[config.mk]
export PLATFORM = sky130hd
export DESIGN_NAME = mips_16_prog_loader
export DESIGN_NICKNAME = d
export VERILOG_FILES = /design/src/rtl/mips_16_pkg.sv /design/src/rtl/mips_16_prog_loader.sv
export SDC_FILE = /design/constraint.sdc
export NUM_CORES = 1
export LEC_CHECK = 0
export ABC_AREA = 1
export ABC_CLOCK_PERIOD_IN_PS = 3300
export CELL_PAD_IN_SITES_DETAIL_PLACEMENT = 2
export CELL_PAD_IN_SITES_GLOBAL_PLACEMENT = 2
export CORE_ASPECT_RATIO = 0.5
export CORE_MARGIN = 2
export CORE_UTILIZATION = 28
export DETAILED_ROUTE_END_ITERATION = 8
export PLACE_DENSITY_LB_ADDON = 0.1
export SLEW_MARGIN = 40
export SYNTH_ARGS = -nofsm -noshare
export SYNTH_HDL_FRONTEND = slang
export SYNTH_SLANG_ARGS = --single-unit
[constraint.sdc]
create_clock -name clk -period 3.3 [get_ports clk]
set_input_delay 0.495 -clock clk [delete_from_list [all_inputs] [get_ports clk]]
set_output_delay 0.495 -clock clk [all_outputs]
set_load 0.01 [all_outputs]
[src/rtl/mips_16_pkg.sv]
// rtl/mips_16_pkg.sv - shared mips_16 definitions: widths and program-loader state encoding
package mips_16_pkg;

    localparam int MIPS16_PC_WIDTH    = 8;
    localparam int MIPS16_INSTR_WIDTH = 16;

    typedef enum logic [2:0] {
        IDLE = 3'd0,
        LOAD = 3'd1,
        HOLD = 3'd2,
        RUN  = 3'd3,
        ERR  = 3'd4
    } ldr_state_e;

endpackage

[src/rtl/mips_16_prog_loader.sv]
// rtl/mips_16_prog_loader.sv - streams a program into the IF-stage instruction ROM and releases core reset
module mips_16_prog_loader
    import mips_16_pkg::*;
#(
    parameter int PC_WIDTH    = MIPS16_PC_WIDTH,
    parameter int INSTR_WIDTH = MIPS16_INSTR_WIDTH,
    parameter int HOLD_CYCLES = 4
) (
    input  logic                   clk,
    input  logic                   rst,
    input  logic                   start,
    input  logic                   s_valid,
    output logic                   s_ready,
    input  logic [INSTR_WIDTH-1:0] s_data,
    input  logic                   s_last,
    output logic                   imem_we,
    output logic [PC_WIDTH-1:0]    imem_addr,
    output logic [INSTR_WIDTH-1:0] imem_wdata,
    output logic                   core_rst,
    output logic                   load_done,
    output logic                   err,
    output logic [PC_WIDTH:0]      word_count
);

    localparam int HCW = (HOLD_CYCLES > 0) ? $clog2(HOLD_CYCLES + 1) : 1;
    localparam logic [HCW-1:0]      HOLD_INIT = HCW'(HOLD_CYCLES);
    localparam logic [HCW-1:0]      HOLD_ONE  = HCW'(1);
    localparam logic [PC_WIDTH-1:0] ADDR_MAX  = '1;
    localparam logic [PC_WIDTH-1:0] ADDR_ONE  = PC_WIDTH'(1);
    localparam logic [PC_WIDTH:0]   WC_ONE    = (PC_WIDTH + 1)'(1);

    ldr_state_e             state_q, state_d;
    logic [PC_WIDTH-1:0]    addr_q, addr_d;
    logic [PC_WIDTH:0]      wc_q, wc_d;
    logic [HCW-1:0]         hold_q, hold_d;
    logic                   we_q, we_d;
    logic [PC_WIDTH-1:0]    waddr_q, waddr_d;
    logic [INSTR_WIDTH-1:0] wdata_q, wdata_d;
    logic                   core_rst_q, load_done_q, err_q;
    logic                   xfer;

    assign s_ready = (state_q == LOAD);
    assign xfer    = s_valid && s_ready;

    always_comb begin
        state_d = state_q;
        addr_d  = addr_q;
        wc_d    = wc_q;
        hold_d  = hold_q;
        we_d    = 1'b0;
        waddr_d = waddr_q;
        wdata_d = wdata_q;
        unique case (state_q)
            IDLE, RUN, ERR: begin
                if (start) begin
                    state_d = LOAD;
                    addr_d  = '0;
                    wc_d    = '0;
                end
            end
            LOAD: begin
                if (xfer) begin
                    we_d    = 1'b1;
                    waddr_d = addr_q;
                    wdata_d = s_data;
                    addr_d  = addr_q + ADDR_ONE;
                    wc_d    = wc_q + WC_ONE;
                    // s_last on the final address is a legal full load, not an overflow
                    if (s_last) begin
                        state_d = HOLD;
                        hold_d  = HOLD_INIT;
                    end else if (addr_q == ADDR_MAX) begin
                        state_d = ERR;
                    end
                end
            end
            HOLD: begin
                if (hold_q == '0) state_d = RUN;
                else              hold_d  = hold_q - HOLD_ONE;
            end
            default: state_d = IDLE;
        endcase
    end

    // status outputs follow the next state so they change on the same edge as the FSM
    always_ff @(posedge clk) begin
        if (!rst) begin
            state_q     <= IDLE;
            addr_q      <= '0;
            wc_q        <= '0;
            hold_q      <= '0;
            we_q        <= 1'b0;
            waddr_q     <= '0;
            wdata_q     <= '0;
            core_rst_q  <= 1'b1;
            load_done_q <= 1'b0;
            err_q       <= 1'b0;
        end else begin
            state_q     <= state_d;
            addr_q      <= addr_d;
            wc_q        <= wc_d;
            hold_q      <= hold_d;
            we_q        <= we_d;
            waddr_q     <= waddr_d;
            wdata_q     <= wdata_d;
            core_rst_q  <= (state_d != RUN);
            load_done_q <= (state_d == RUN);
            err_q       <= (state_d == ERR);
        end
    end

    assign imem_we    = we_q;
    assign imem_addr  = waddr_q;
    assign imem_wdata = wdata_q;
    assign core_rst   = core_rst_q;
    assign load_done  = load_done_q;
    assign err        = err_q;
    assign word_count = wc_q;

endmodule
Word level (Yosys, flattened, before mapping)
Index checks and enable logic that the tools add are counted.
Operators by class
  equal/unequal tests: 12
  add/subtract/negate cells: 3
  multiplexer cells: 17
  reduce and logical (&&, ||, !) cells: 10
Operators with widths (number)
  $mux 3: 8
  $mux 9: 2
  $pmux 9 s2: 1
  $mux 8: 2
  $pmux 8 s2: 1
  $add 9x1->9 const B: 1
  $eq 3x2->1 const B: 3
  $pmux 3 s3: 1
  $add 8x1->8 const B: 1
  $eq 8x8->1 const B: 1
  $eq 3x3->1 const B: 2
  $logic_not 3->1: 2
  $pmux 3 s2: 1
  $ne 2x1->1 const B: 2
  $ne 2x2->1 const B: 2
  $reduce_and 2->1: 2
  $reduce_and 4->1: 1
  $reduce_bool 2->1: 2
  $eq 3x1->1 const B: 1
  $ne 3x2->1 const B: 1
  $reduce_and 3->1: 1
  $reduce_or 3->1: 1
  $sub 3x1->3 const B: 1
  $logic_and 1x1->1: 1
  $mux 1: 1
Word-level totals
  word-level logic and storage cells: 52
  input bits: 21
  bits in registers: 51
  output and inout port bits: 38

Longest topological paths before layout
Gate-level depths: netlist of the first run.
  depth after elaboration: 6
  depth in mapped cells: 9
  depth with buffers taken out: 9

Least setup slack after synthesis of the first run
No wires, ideal clock.
  kind: input -> register
  start: input s_valid
  end: register addr_q[6]
  stages: 7
  path buffers: 1
  path slack: 1.998 ns
  required time: 3.230 ns
  data arrival time: 1.232 ns
  setup time: 0.070 ns
  cell sequence: inv_1 nand3_1 nand2_1 nor2_4 buf_6 nand3_1 a21oi_1
On the way
  longest elaborated chain between the ends: 3
Ends and longest elaborated chain
  from (decl): RTL line mips_16_prog_loader.sv:12  | input logic s_valid,
  $logic_and 1x1->1: RTL line mips_16_prog_loader.sv:43  | assign xfer = s_valid && s_ready;
  $ne 2x1->1 (no line)
  $reduce_and 3->1 (no line)
  to (signal assigned): RTL line mips_16_prog_loader.sv:100  | addr_q <= addr_d;
  to (decl): RTL line mips_16_prog_loader.sv:33  | logic [PC_WIDTH-1:0] addr_q, addr_d;
Every way passes these cells.
A chain may end at the register's enable or synchronous reset.

Worst setup path in the final report of the first run
  start: register state_q[1]
  end: output s_ready
On the way
  longest elaborated chain between the ends: 1
Ends and longest elaborated chain
  from (decl): RTL line mips_16_prog_loader.sv:32  | ldr_state_e state_q, state_d;
  from (signal assigned): RTL line mips_16_prog_loader.sv:99  | state_q <= state_d;
  $eq 3x1->1: RTL line mips_16_prog_loader.sv:42  | assign s_ready = (state_q == LOAD);
  to (decl): RTL line mips_16_prog_loader.sv:13  | output logic s_ready,
Every way passes these cells.

==> results of run 1 <==
per-stage QoR:
stage / hold WS [ns] / std cells / power, mW / utilization / worst slack, ns
floorplan: 0.453 / 336 / 0.872 / - / 2.00
global placement: 0.475 / 495 / 1.01 / 0.372 / 1.10
detailed placement: 0.491 / 495 / 1.02 / 0.372 / 0.997
CTS: 0.501 / 502 / 1.63 / 0.392 / 0.901
global route: 0.537 / 502 / 1.69 / 0.392 / 0.816
finish: 0.502 / 502 / 1.60 / 0.392 / 0.935
worst min path at each step:
stage                     slack (ns)         to  startpoint
after floorplan                 0.45  hold_q[1]   hold_q[1]
after global placement          0.47  hold_q[1]   hold_q[1]
after detailed placement        0.49  hold_q[1]   hold_q[1]
after CTS                       0.50  hold_q[1]   hold_q[1]
after global routing            0.54  hold_q[1]   hold_q[1]
final                           0.50  hold_q[1]   hold_q[1]
per-layer routing:
layer  share of wire  global-route usage  up-vias
li1                -                   -     1173
met1            0.48               0.218     1135
met2            0.45               0.311       48
met3           0.060              0.0556        8
met4           0.011              0.0484        0
met5               0                   0        -
critical path, cell delays in order (launching register included):
cell and delay, ns:
dfxtp_1 0.33, inv_1 0.11, nand3_2 0.26, inv_2 0.29, clkdlybuf4s50_1 0.58
area by class of cell:
| class | count | area, um^2 | share of cell area |
|---|---|---|---|
| clock inverters | 2 | 37.5 | 0.0120 |
| clock buffers | 5 | 125 | 0.0399 |
| multi-input cells | 247 | 1120 | 0.358 |
| repair buffers | 60 | 596 | 0.190 |
| well taps | 112 | 140 | 0.0447 |
| flip-flops and latches | 51 | 1020 | 0.325 |
| inverters | 25 | 93.8 | 0.0299 |
where the power goes:
part,switching [mW],internal (mW),leakage (nW)
clock network,0.242,0.354,0.0759
registers,0.0269,0.658,0.415
logic,0.187,0.130,0.702
cells by family (layout without fill, tap and decap cells):
family	after synthesis	count (layout)
buf+inv	38	92
xor+xnor	4	4
flops	51	51
compound gates	57	57
simple gates	182	182
fa+ha+maj	4	4
state kept, by name, summed over array words and instances, names as in the netlist, 3 cells and up:
register,count
imem_wdata,16
addr_q,8
word_count,9
state_q,3
hold_q,3
imem_addr,8
layout by cell type (no fill, tap or decap), drive strengths merged, types with 4 or more instances in the layout:
cell	instances
clkbuf	5
a21oi	24
nand2	70
clkdlybuf4s50	58
dfxtp	51
ha	4
nand3	23
inv	25
o21ai	30
nor2	85
==> qor.txt, run 1 <==
RUN STATUS
----------------------------------------------------------------------------------------
Outcome ................................................................... finished clean

LAYOUT
----------------------------------------------------------------------------------------
Post-route cell area ...................................................... 0.00314 mm^2
Final Net Count ...........................................................          415
Fraction of layout instances using a drive strength above 1 ...............       0.0462
Number of diodes added for antenna fixing .................................            0
Number of inserted filler cells in the final layout .......................          959
Area growth from synthesis to layout ......................................        36.3%

YOSYS
----------------------------------------------------------------------------------------
Area share of and/or/nand/nor cells after synthesis .......................        0.322
Synthesis-stage register bit count ........................................           51
Cell with the most instances after synthesis ..............................       nor2_1
Dominant combinational cell family by area after synthesis ................ simple AND/OR/NAND/NOR gates
Mean instance size in the synthesized netlist .............................    6.85 um^2
Cell area after technology mapping ........................................ 0.00230 mm^2
Adder and majority cell fraction of the synthesized area ..................       0.0217
Predominant post-synthesis flop cell ......................................      dfxtp_1
Net Count, Synth ..........................................................          361
Async S/R FF share, synth .................................................            0
Syn Inst Count ............................................................          336
Count of flip-flops with a built-in enable after synthesis ................            0
Share of Yosys cell area claimed by the top area cell type ................        0.443
Cell type with the highest aggregate area in the netlist ..................      dfxtp_1
Area fraction in compound gates after synthesis ...........................        0.129
Ys Warns ..................................................................            0
Sequential area share after synthesis .....................................        0.443
Top cells by area in the synthesized netlist .............................. dfxtp_1 (44%), nor2_1 (14%), nand2_1 (11%)
Post-synth cell types .....................................................           26
Share of the synthesized netlist area taken by xor and xnor gates .........       0.0152
Multiplexer share of the synthesized area .................................            0
Most used standard cells in the synthesized netlist ....................... nor2_1 (83), nand2_1 (70), dfxtp_1 (51)

CLOCKING
----------------------------------------------------------------------------------------
Number of clock sinks seen by CTS .........................................           51
CTS Hold Bufs .............................................................            0
Number of resized instances in the post-cts repair step ...................            0
Total CTS buffers .........................................................            5
Clock-pin slew on the worst setup and hold paths ..........................      0.07 ns
Number of buffers on the longest clock path ...............................            2
CTS Root Cell .............................................................    clkbuf_16
Post-CTS Setup Bufs .......................................................            0
TritonCTS clock tree ......................................................         done
Insertion delay to the later sink of the worst-skew pair ..................      0.29 ns
CTS H-tree depth ..........................................................            2

ROUTING
----------------------------------------------------------------------------------------
Number of DRC markers in iteration 0 ......................................           47
WL final ..................................................................      7590 um
Number of search-and-repair iterations in the first detailed-routing pass .            4
Final antenna-violating net count .........................................            0
Routed WL per cell ........................................................      15.1 um
Via count .................................................................         2364
Number of design rule violations left after detail routing ................            0
Via density ...............................................................         4.71

POWER AND IR DROP
----------------------------------------------------------------------------------------
Total leakage power .......................................................      1.19 nW
IR drop worst, VDD ........................................................     0.202 mV
Power density over the cells ..............................................  509 mW/mm^2

TIMING
----------------------------------------------------------------------------------------
Final-layout setup total negative slack ...................................         0 ns
Unrepaired setup endpoints after global routing ...........................        false
F_max .....................................................................    0.423 GHz
Worst slew margin relative to its limit ...................................        0.472
Final clock skew ..........................................................   0.00394 ns
Share of the clock period used by the worst path ..........................        0.717
Max-slew violation count ..................................................            0
Transition at the pin with the smallest max-transition slack ..............     0.791 ns
Tmin final ................................................................      2.37 ns
Hold Fails Final Rpt ......................................................            0
Final setup violating endpoints ...........................................            0

JOB
----------------------------------------------------------------------------------------
Number of maximum-capacitance violations ..................................            0

CRITICAL PATH
----------------------------------------------------------------------------------------
Highest fanout seen on the critical path ..................................           12
Sort of element at the start of the critical path .........................    flip-flop
Number of cells traversed by the worst register-to-register path ..........            8
Critical R2R Capture ......................................................    hold_q[0]
Required time at the worst-slack endpoint .................................      2.80 ns
Worst setup path start ....................................................   state_q[1]
Worst setup path end ......................................................      s_ready
Category of the critical setup timing path ................................   reg -> out
Setup slack of the most critical reg-to-reg path ..........................      1.07 ns
Endpoint class of the critical path .......................................  output port
Reg2reg start .............................................................   state_q[1]
Arrival time of the worst setup path ......................................      1.87 ns

PLACEMENT
----------------------------------------------------------------------------------------
PortBufs ..................................................................           58
Instance area at placement ................................................ 0.00297 mm^2
Routability cong. .........................................................        0.794
Placed wire-length estimate after detailed placement ......................      5450 um

FLOORPLAN
----------------------------------------------------------------------------------------
Effective utilization at floorplan ........................................        0.288
Placeable core region ..................................................... 0.00800 mm^2
Die span in y .............................................................      68.1 um
Die Wd ....................................................................       132 um
Number of primary I/O pins ................................................           59
Die Outline Area .......................................................... 0.00901 mm^2
Standard-cell rows ........................................................           23

WORST HOLD PATH
----------------------------------------------------------------------------------------
Worst hold stages .........................................................            2
Hold WC Path Type .........................................................   reg -> reg

GLOBAL ROUTE
----------------------------------------------------------------------------------------
Vias in the first global route ............................................         2516
First-pass GRT wire length ................................................     12500 um
Maximum number of pins on one net before global-route repair ..............           34
Total global routing overflow .............................................            0
Initial antenna violation count ...........................................            0
Global routing usage summed across all routing layers .....................        0.178

Power figures use the tool's default switching activity.
==> run 2: changes to the inputs <==
- ABC_CLOCK_PERIOD_IN_PS: 3300 -> 2000
- CORE_UTILIZATION: 28 -> 23
- clock period: 3.3 -> 2 ns (I/O delays scaled with it)
==> qor.txt, run 2 (synthesis results as in run 1) <==
LAYOUT
----------------------------------------------------------------------------------------
Fraction of layout instances using a drive strength above 1 ...............       0.0630   was 0.0462
Final core utilization ....................................................        0.339   was 0.392
Area growth from synthesis to layout ......................................        41.0%   was 36.3%
Commonest cells after routing, fill and taps aside ........................ nor2_1 (83), nand2_1 (70), clkdlybuf4s50_1 (58)   unchanged
Final Net Count ...........................................................          421   was 415
Number of diodes added for antenna fixing .................................            0   unchanged
Most common cell after layout, fill and taps aside ........................       nor2_1   unchanged
Largest register FFs ......................................................           16   unchanged

TIMING
----------------------------------------------------------------------------------------
Share of the clock period used by the worst path ..........................        0.927
Unrepaired setup endpoints after global routing ...........................        false   unchanged
Final setup violating endpoints ...........................................            0   unchanged
Max-slew violation count ..................................................            0   unchanged
Final clock skew ..........................................................   0.00717 ns   was 0.00394 ns
Hold Fails Final Rpt ......................................................            0   unchanged
Final-layout setup total negative slack ...................................         0 ns   unchanged
Worst slew margin relative to its limit ...................................        0.756   was 0.472
Worst setup margin ........................................................     0.147 ns   was 0.935 ns
Transition at the pin with the smallest max-transition slack ..............     0.366 ns   was 0.791 ns
F_max .....................................................................    0.540 GHz
Tmin final ................................................................      1.85 ns

CRITICAL PATH
----------------------------------------------------------------------------------------
Setup slack of the most critical reg-to-reg path ..........................      0.43 ns   was 1.07 ns
Sort of element at the start of the critical path .........................    flip-flop   unchanged
Reg2reg start .............................................................    addr_q[1]   was state_q[1]
Category of the critical setup timing path ................................   reg -> out   unchanged
Endpoint class of the critical path .......................................  output port   unchanged
Number of cells traversed by the worst register-to-register path ..........            6   was 8
Arrival time of the worst setup path ......................................      1.55 ns   was 1.87 ns
Highest fanout seen on the critical path ..................................            5   was 12
Required time at the worst-slack endpoint .................................      1.70 ns   was 2.80 ns
Critical R2R Capture ......................................................    load_done   was hold_q[0]

GLOBAL ROUTE
----------------------------------------------------------------------------------------
Maximum number of pins on one net before global-route repair ..............           33   was 34
Global routing usage summed across all routing layers .....................        0.155   was 0.178
Met1 Usage GRT ............................................................        0.182   was 0.218
Busiest layer in global routing ...........................................         met2   unchanged
Global-route track usage on met2 ..........................................        0.278   was 0.311
Met3 Resource Use GR ......................................................       0.0552   was 0.0556
Initial antenna violation count ...........................................            0   unchanged
Total global routing overflow .............................................            0   unchanged
Vias in the first global route ............................................         2652   was 2516
First-pass GRT wire length ................................................     13100 um   was 12500 um

CLOCKING
----------------------------------------------------------------------------------------
Number of buffers on the longest clock path ...............................            2   unchanged
CTS Root Cell .............................................................    clkbuf_16   unchanged
CTS Hold Bufs .............................................................            0   unchanged
Number of clock sinks seen by CTS .........................................           51   unchanged
Insertion delay to the later sink of the worst-skew pair ..................      0.30 ns   was 0.29 ns
Post-CTS Setup Bufs .......................................................            0   unchanged
Clock-pin slew on the worst setup and hold paths ..........................      0.07 ns   about the same
CTS H-tree depth ..........................................................            2   unchanged
Total CTS buffers .........................................................            5   unchanged
Number of resized instances in the post-cts repair step ...................            0   unchanged
TritonCTS clock tree ......................................................         done   unchanged

ROUTING
----------------------------------------------------------------------------------------
Number of design rule violations left after detail routing ................            0   unchanged
Via count .................................................................         2369   was 2364
WL final ..................................................................      7800 um   was 7590 um
Routed WL per cell ........................................................      14.7 um   was 15.1 um
Number of search-and-repair iterations in the first detailed-routing pass .            4   unchanged
Via density ...............................................................         4.45   was 4.71
Number of DRC markers in iteration 0 ......................................           64   was 47
Final antenna-violating net count .........................................            0   unchanged

POWER AND IR DROP
----------------------------------------------------------------------------------------
Clock network fraction of design power ....................................        0.376   was 0.373
Power spent charging and discharging nets .................................     0.789 mW   was 0.456 mW
Share of power burned in registers ........................................        0.415   was 0.429
Power density over the cells ..............................................  839 mW/mm^2   was 509 mW/mm^2
Total leakage power .......................................................      1.24 nW   was 1.19 nW
Part of the power in combinational logic ..................................        0.209   was 0.199
IR drop worst, VDD ........................................................     0.328 mV   was 0.202 mV
Switching fraction of total power .........................................        0.290   was 0.285
Int Pwr ...................................................................      1.94 mW   was 1.14 mW

WORST HOLD PATH
----------------------------------------------------------------------------------------
Worst min-delay path endpoint .............................................    hold_q[1]   unchanged
Worst hold stages .........................................................            2   unchanged
Worst hold path startpoint ................................................    hold_q[1]   unchanged
Hold WC Path Type .........................................................   reg -> reg   unchanged

FLOORPLAN
----------------------------------------------------------------------------------------
Die span in y .............................................................      74.7 um   was 68.1 um
Placeable core region ..................................................... 0.00957 mm^2   was 0.00800 mm^2
Standard-cell rows ........................................................           25   was 23
Die Outline Area ..........................................................  0.0109 mm^2   was 0.00901 mm^2
Die Wd ....................................................................       145 um   was 132 um
Effective utilization at floorplan ........................................        0.241   was 0.288
Number of primary I/O pins ................................................           59   unchanged

PLACEMENT
----------------------------------------------------------------------------------------
Placement Setup Slack .....................................................     0.205 ns   was 0.997 ns
PortBufs ..................................................................           58   unchanged
Routability cong. .........................................................        0.766   was 0.794
Placed wire-length estimate after detailed placement ......................      5790 um   was 5450 um

JOB
----------------------------------------------------------------------------------------
Number of maximum-capacitance violations ..................................            0   unchanged

RUN STATUS
----------------------------------------------------------------------------------------
Outcome ................................................................... finished clean   unchanged

==> run 2: cell types whose count changed in the layout (fill, tap and decap cells not counted), sizes merged <==
cell      previous run  this run
inv                 25        26
buf                  2         8
clkinv               0         1
clkinvlp             1         0
==> run 2: worst max path at each step <==
| stage | start | to | slack [ns] | cells past startpoint |
|---|---|---|---|---|
| 5_1_grt | state_q[1] | s_ready | 0.07 | 4 |
| 3_5_place_dp | s_valid | addr_q[5] | 0.20 | 7 |
| 4_1_cts | state_q[1] | s_ready | 0.11 | 4 |
| 2_1_floorplan | state_q[1] | imem_addr[1] | 0.73 | 8 |
| 3_3_place_gp | s_valid | word_count[8] | 0.25 | 7 |
| 6_report | state_q[1] | s_ready | 0.15 | 4 |
==> run 2: layer usage <==
layer,share of wire,vias to the layer above
li1,-,1187
met1,0.47,1127
met2,0.45,47
met3,0.065,8
met4,0.0095,0
met5,0,-
==> run 2: critical path, cell delays in order, from the launching register on <==
cell             delay (ns)
dfxtp_1                0.34
inv_1                  0.11
nand3_2                0.18
inv_2                  0.10
clkdlybuf4s50_1        0.53
==> run 2: stage by stage <==
stage	instances	power, mW	cell area [um^2]	hold WS (ns)
after floorplan	336	1.44	2300	0.435
after global placement	524	1.72	3070	0.474
after detailed placement	524	1.74	3070	0.511
after CTS	532	2.78	3250	0.525
after global routing	532	2.88	3250	0.544
final	532	2.72	3250	0.508
==> run 2: cell type report <==
type / count / area (um^2)
Fill cell: 1132 / 6330
Inverter: 25 / 93.8
Tap cell: 135 / 169
Timing Repair Buffer: 66 / 666
Clock inverter: 3 / 47.5
Multi-Input combinational cell: 247 / 1120
Clock buffer: 5 / 125
Sequential cell: 51 / 1020
==> run 2: power groups by stage <==
stage	Sequential, mW	Clock, mW	Combinational (mW)
after floorplan	1.17	0	0.268
after global placement	1.15	0	0.566
after detailed placement	1.15	0	0.583
after CTS	1.13	1.06	0.588
after global routing	1.14	1.09	0.638
final	1.13	1.02	0.569
==> run 3: changes to the inputs <==
- ABC_CLOCK_PERIOD_IN_PS: 2000 -> 2300
- CAP_MARGIN: default -> 30
- CORE_UTILIZATION: 23 -> 28
- clock period: 2 -> 2.3 ns (I/O delays scaled with it)
==> qor.txt, run 3 (synthesis results as in run 1) <==
ROUTING
----------------------------------------------------------------------------------------
WL final ..................................................................      7920 um   was 7800 um
Number of search-and-repair iterations in the first detailed-routing pass .            4   unchanged
Routed WL per cell ........................................................      15.6 um   was 14.7 um
Number of DRC markers in iteration 0 ......................................           65   was 64
Via density ...............................................................         4.74   was 4.45
Final antenna-violating net count .........................................            0   unchanged
Via count .................................................................         2410   was 2369
Number of design rule violations left after detail routing ................            0   unchanged

TIMING
----------------------------------------------------------------------------------------
Hold Fails Final Rpt ......................................................            0   unchanged
Worst slew margin relative to its limit ...................................        0.718   was 0.756
F_max .....................................................................    0.521 GHz
Final setup violating endpoints ...........................................            0   unchanged
Max-slew violation count ..................................................            0   unchanged
Unrepaired setup endpoints after global routing ...........................        false   unchanged
Transition at the pin with the smallest max-transition slack ..............     0.422 ns   was 0.366 ns
Final-layout setup total negative slack ...................................         0 ns   unchanged
Tmin final ................................................................      1.92 ns
Share of the clock period used by the worst path ..........................        0.834
Final clock skew ..........................................................   0.00509 ns   was 0.00717 ns

CLOCKING
----------------------------------------------------------------------------------------
CTS Hold Bufs .............................................................            0   unchanged
Insertion delay to the later sink of the worst-skew pair ..................      0.30 ns   about the same
Clock-pin slew on the worst setup and hold paths ..........................      0.07 ns   about the same
Number of buffers on the longest clock path ...............................            2   unchanged
Total CTS buffers .........................................................            5   unchanged
TritonCTS clock tree ......................................................         done   unchanged
CTS H-tree depth ..........................................................            2   unchanged
Post-CTS Setup Bufs .......................................................            0   unchanged
CTS Root Cell .............................................................    clkbuf_16   unchanged
Number of clock sinks seen by CTS .........................................           51   unchanged
Number of resized instances in the post-cts repair step ...................            0   unchanged

RUN STATUS
----------------------------------------------------------------------------------------
Outcome ................................................................... finished clean   unchanged

POWER AND IR DROP
----------------------------------------------------------------------------------------
Power density over the cells ..............................................  715 mW/mm^2   was 839 mW/mm^2
Switching fraction of total power .........................................        0.290   about the same
Share of power burned in registers ........................................        0.434   was 0.415
Part of the power in combinational logic ..................................        0.210   was 0.209
Int Pwr ...................................................................      1.61 mW   was 1.94 mW
Total leakage power .......................................................      1.22 nW   was 1.24 nW
Clock network fraction of design power ....................................        0.356   was 0.376
IR drop worst, VDD ........................................................     0.252 mV   was 0.328 mV
Power spent charging and discharging nets .................................     0.657 mW   was 0.789 mW

CRITICAL PATH
----------------------------------------------------------------------------------------
Endpoint class of the critical path .......................................  output port   unchanged
Maximum single-stage delay on the critical path ...........................      0.53 ns   about the same
Number of buffers and inverters on the critical path ......................            3   unchanged
Setup slack of the most critical reg-to-reg path ..........................      0.70 ns   was 0.43 ns
Cell type of the slowest stage on the worst timing path ................... clkdlybuf4s50_1   unchanged
CP delay by family, top ................................................... buffers and inverters   unchanged
Category of the critical setup timing path ................................   reg -> out   unchanged
Sort of element at the start of the critical path .........................    flip-flop   unchanged
Required time at the worst-slack endpoint .................................      1.96 ns   was 1.70 ns
Highest fanout seen on the critical path ..................................            5   unchanged
CP Cell Sequence .......................................................... inv_1, nand3_2, inv_2, clkdlybuf4s50_1   unchanged
Arrival time of the worst setup path ......................................      1.57 ns   was 1.55 ns

WORST HOLD PATH
----------------------------------------------------------------------------------------
Hold WC Path Type .........................................................   reg -> reg   unchanged

GLOBAL ROUTE
----------------------------------------------------------------------------------------
Vias in the first global route ............................................         2581   was 2652
Initial antenna violation count ...........................................            0   unchanged
First-pass GRT wire length ................................................     13000 um   was 13100 um
Global routing usage summed across all routing layers .....................        0.185   was 0.155
Total global routing overflow .............................................            0   unchanged
Maximum number of pins on one net before global-route repair ..............           32   was 33

LAYOUT
----------------------------------------------------------------------------------------
Area growth from synthesis to layout ......................................        37.6%   was 41.0%
Number of diodes added for antenna fixing .................................            0   unchanged
Post-route cell area ...................................................... 0.00317 mm^2   was 0.00325 mm^2
Fraction of layout instances using a drive strength above 1 ...............       0.0581   was 0.0630
Commonest cells after routing, fill and taps aside ........................ nor2_1 (83), nand2_1 (70), clkdlybuf4s50_1 (58)   unchanged
Final Net Count ...........................................................          420   was 421
Largest register FFs ......................................................           16   unchanged
Most common cell after layout, fill and taps aside ........................       nor2_1   unchanged

PLACEMENT
----------------------------------------------------------------------------------------
Instance area at placement ................................................ 0.00301 mm^2   was 0.00307 mm^2
Routability cong. .........................................................        0.780   was 0.766
PortBufs ..................................................................           58   unchanged
Placed wire-length estimate after detailed placement ......................      5720 um   was 5790 um

JOB
----------------------------------------------------------------------------------------
Number of maximum-capacitance violations ..................................            0   unchanged

FLOORPLAN
----------------------------------------------------------------------------------------
Effective utilization at floorplan ........................................        0.288   was 0.241
Die Wd ....................................................................       132 um   was 145 um
Number of primary I/O pins ................................................           59   unchanged
Standard-cell rows ........................................................           23   was 25
Die span in y .............................................................      68.1 um   was 74.7 um
Placeable core region ..................................................... 0.00800 mm^2   was 0.00957 mm^2
Die Outline Area .......................................................... 0.00901 mm^2   was 0.0109 mm^2

-- run 3: changes by cell type in the layout (fill, tap and decap cells not counted), sizes merged --
cell	delta
buf	-1
bufinv	-1
clkbuf	+3
clkinv	-1
inv	-1
-- run 3: path summary, 6_finish.rpt --
check | from | to | cells after the start
setup / recovery | state_q[1] | s_ready | 4
hold / removal | hold_q[1] | hold_q[1] | 2
setup reg to reg | state_q[1] | hold_q[0] | 10
hold reg to reg | hold_q[1] | hold_q[1] | 2
-- run 3: power groups by stage --
stage	Combinational [mW]	Clock, mW	Sequential [mW]
2_1_floorplan	0.233	0	1.02
3_3_place_gp	0.461	0	0.999
3_5_place_dp	0.482	0	1.00
4_1_cts	0.486	0.831	0.984
5_1_grt	0.530	0.870	0.992
6_report	0.475	0.806	0.983
-- run 3: cell type report --
class | instances | area [um^2]
clock buffers | 8 | 156
fillers | 969 | 4830
inverters | 25 | 93.8
multi-input cells | 247 | 1120
flip-flops and latches | 51 | 1020
well taps | 112 | 140
repair buffers | 65 | 633
-- run 3: per-layer routing --
metal	track usage	routed length, um	vias up
met5	0	0	-
met4	0.0524	81	0
met3	0.0563	444	9
met2	0.333	3530	46
met1	0.220	3860	1171
li1	-	-	1184
-- run 3: stage by stage --
stage	hold WS (ns)	power (mW)	std cells	util	setup slack (ns)
2_1_floorplan	0.453	1.25	336	-	1.03
3_3_place_gp	0.473	1.46	500	0.376	0.391
3_5_place_dp	0.502	1.48	500	0.376	0.327
4_1_cts	0.511	2.30	508	0.396	0.365
5_1_grt	0.547	2.39	508	0.396	0.317
6_report	0.508	2.26	508	0.396	0.381
-- run 3: worst min-delay path, delay by kind of cell (launching register included) --
family	cells	cell delay [ns]
flip-flops	1	0.31
buffers and inverters	1	0.09
AO/OA/AOI/OAI	1	0.07
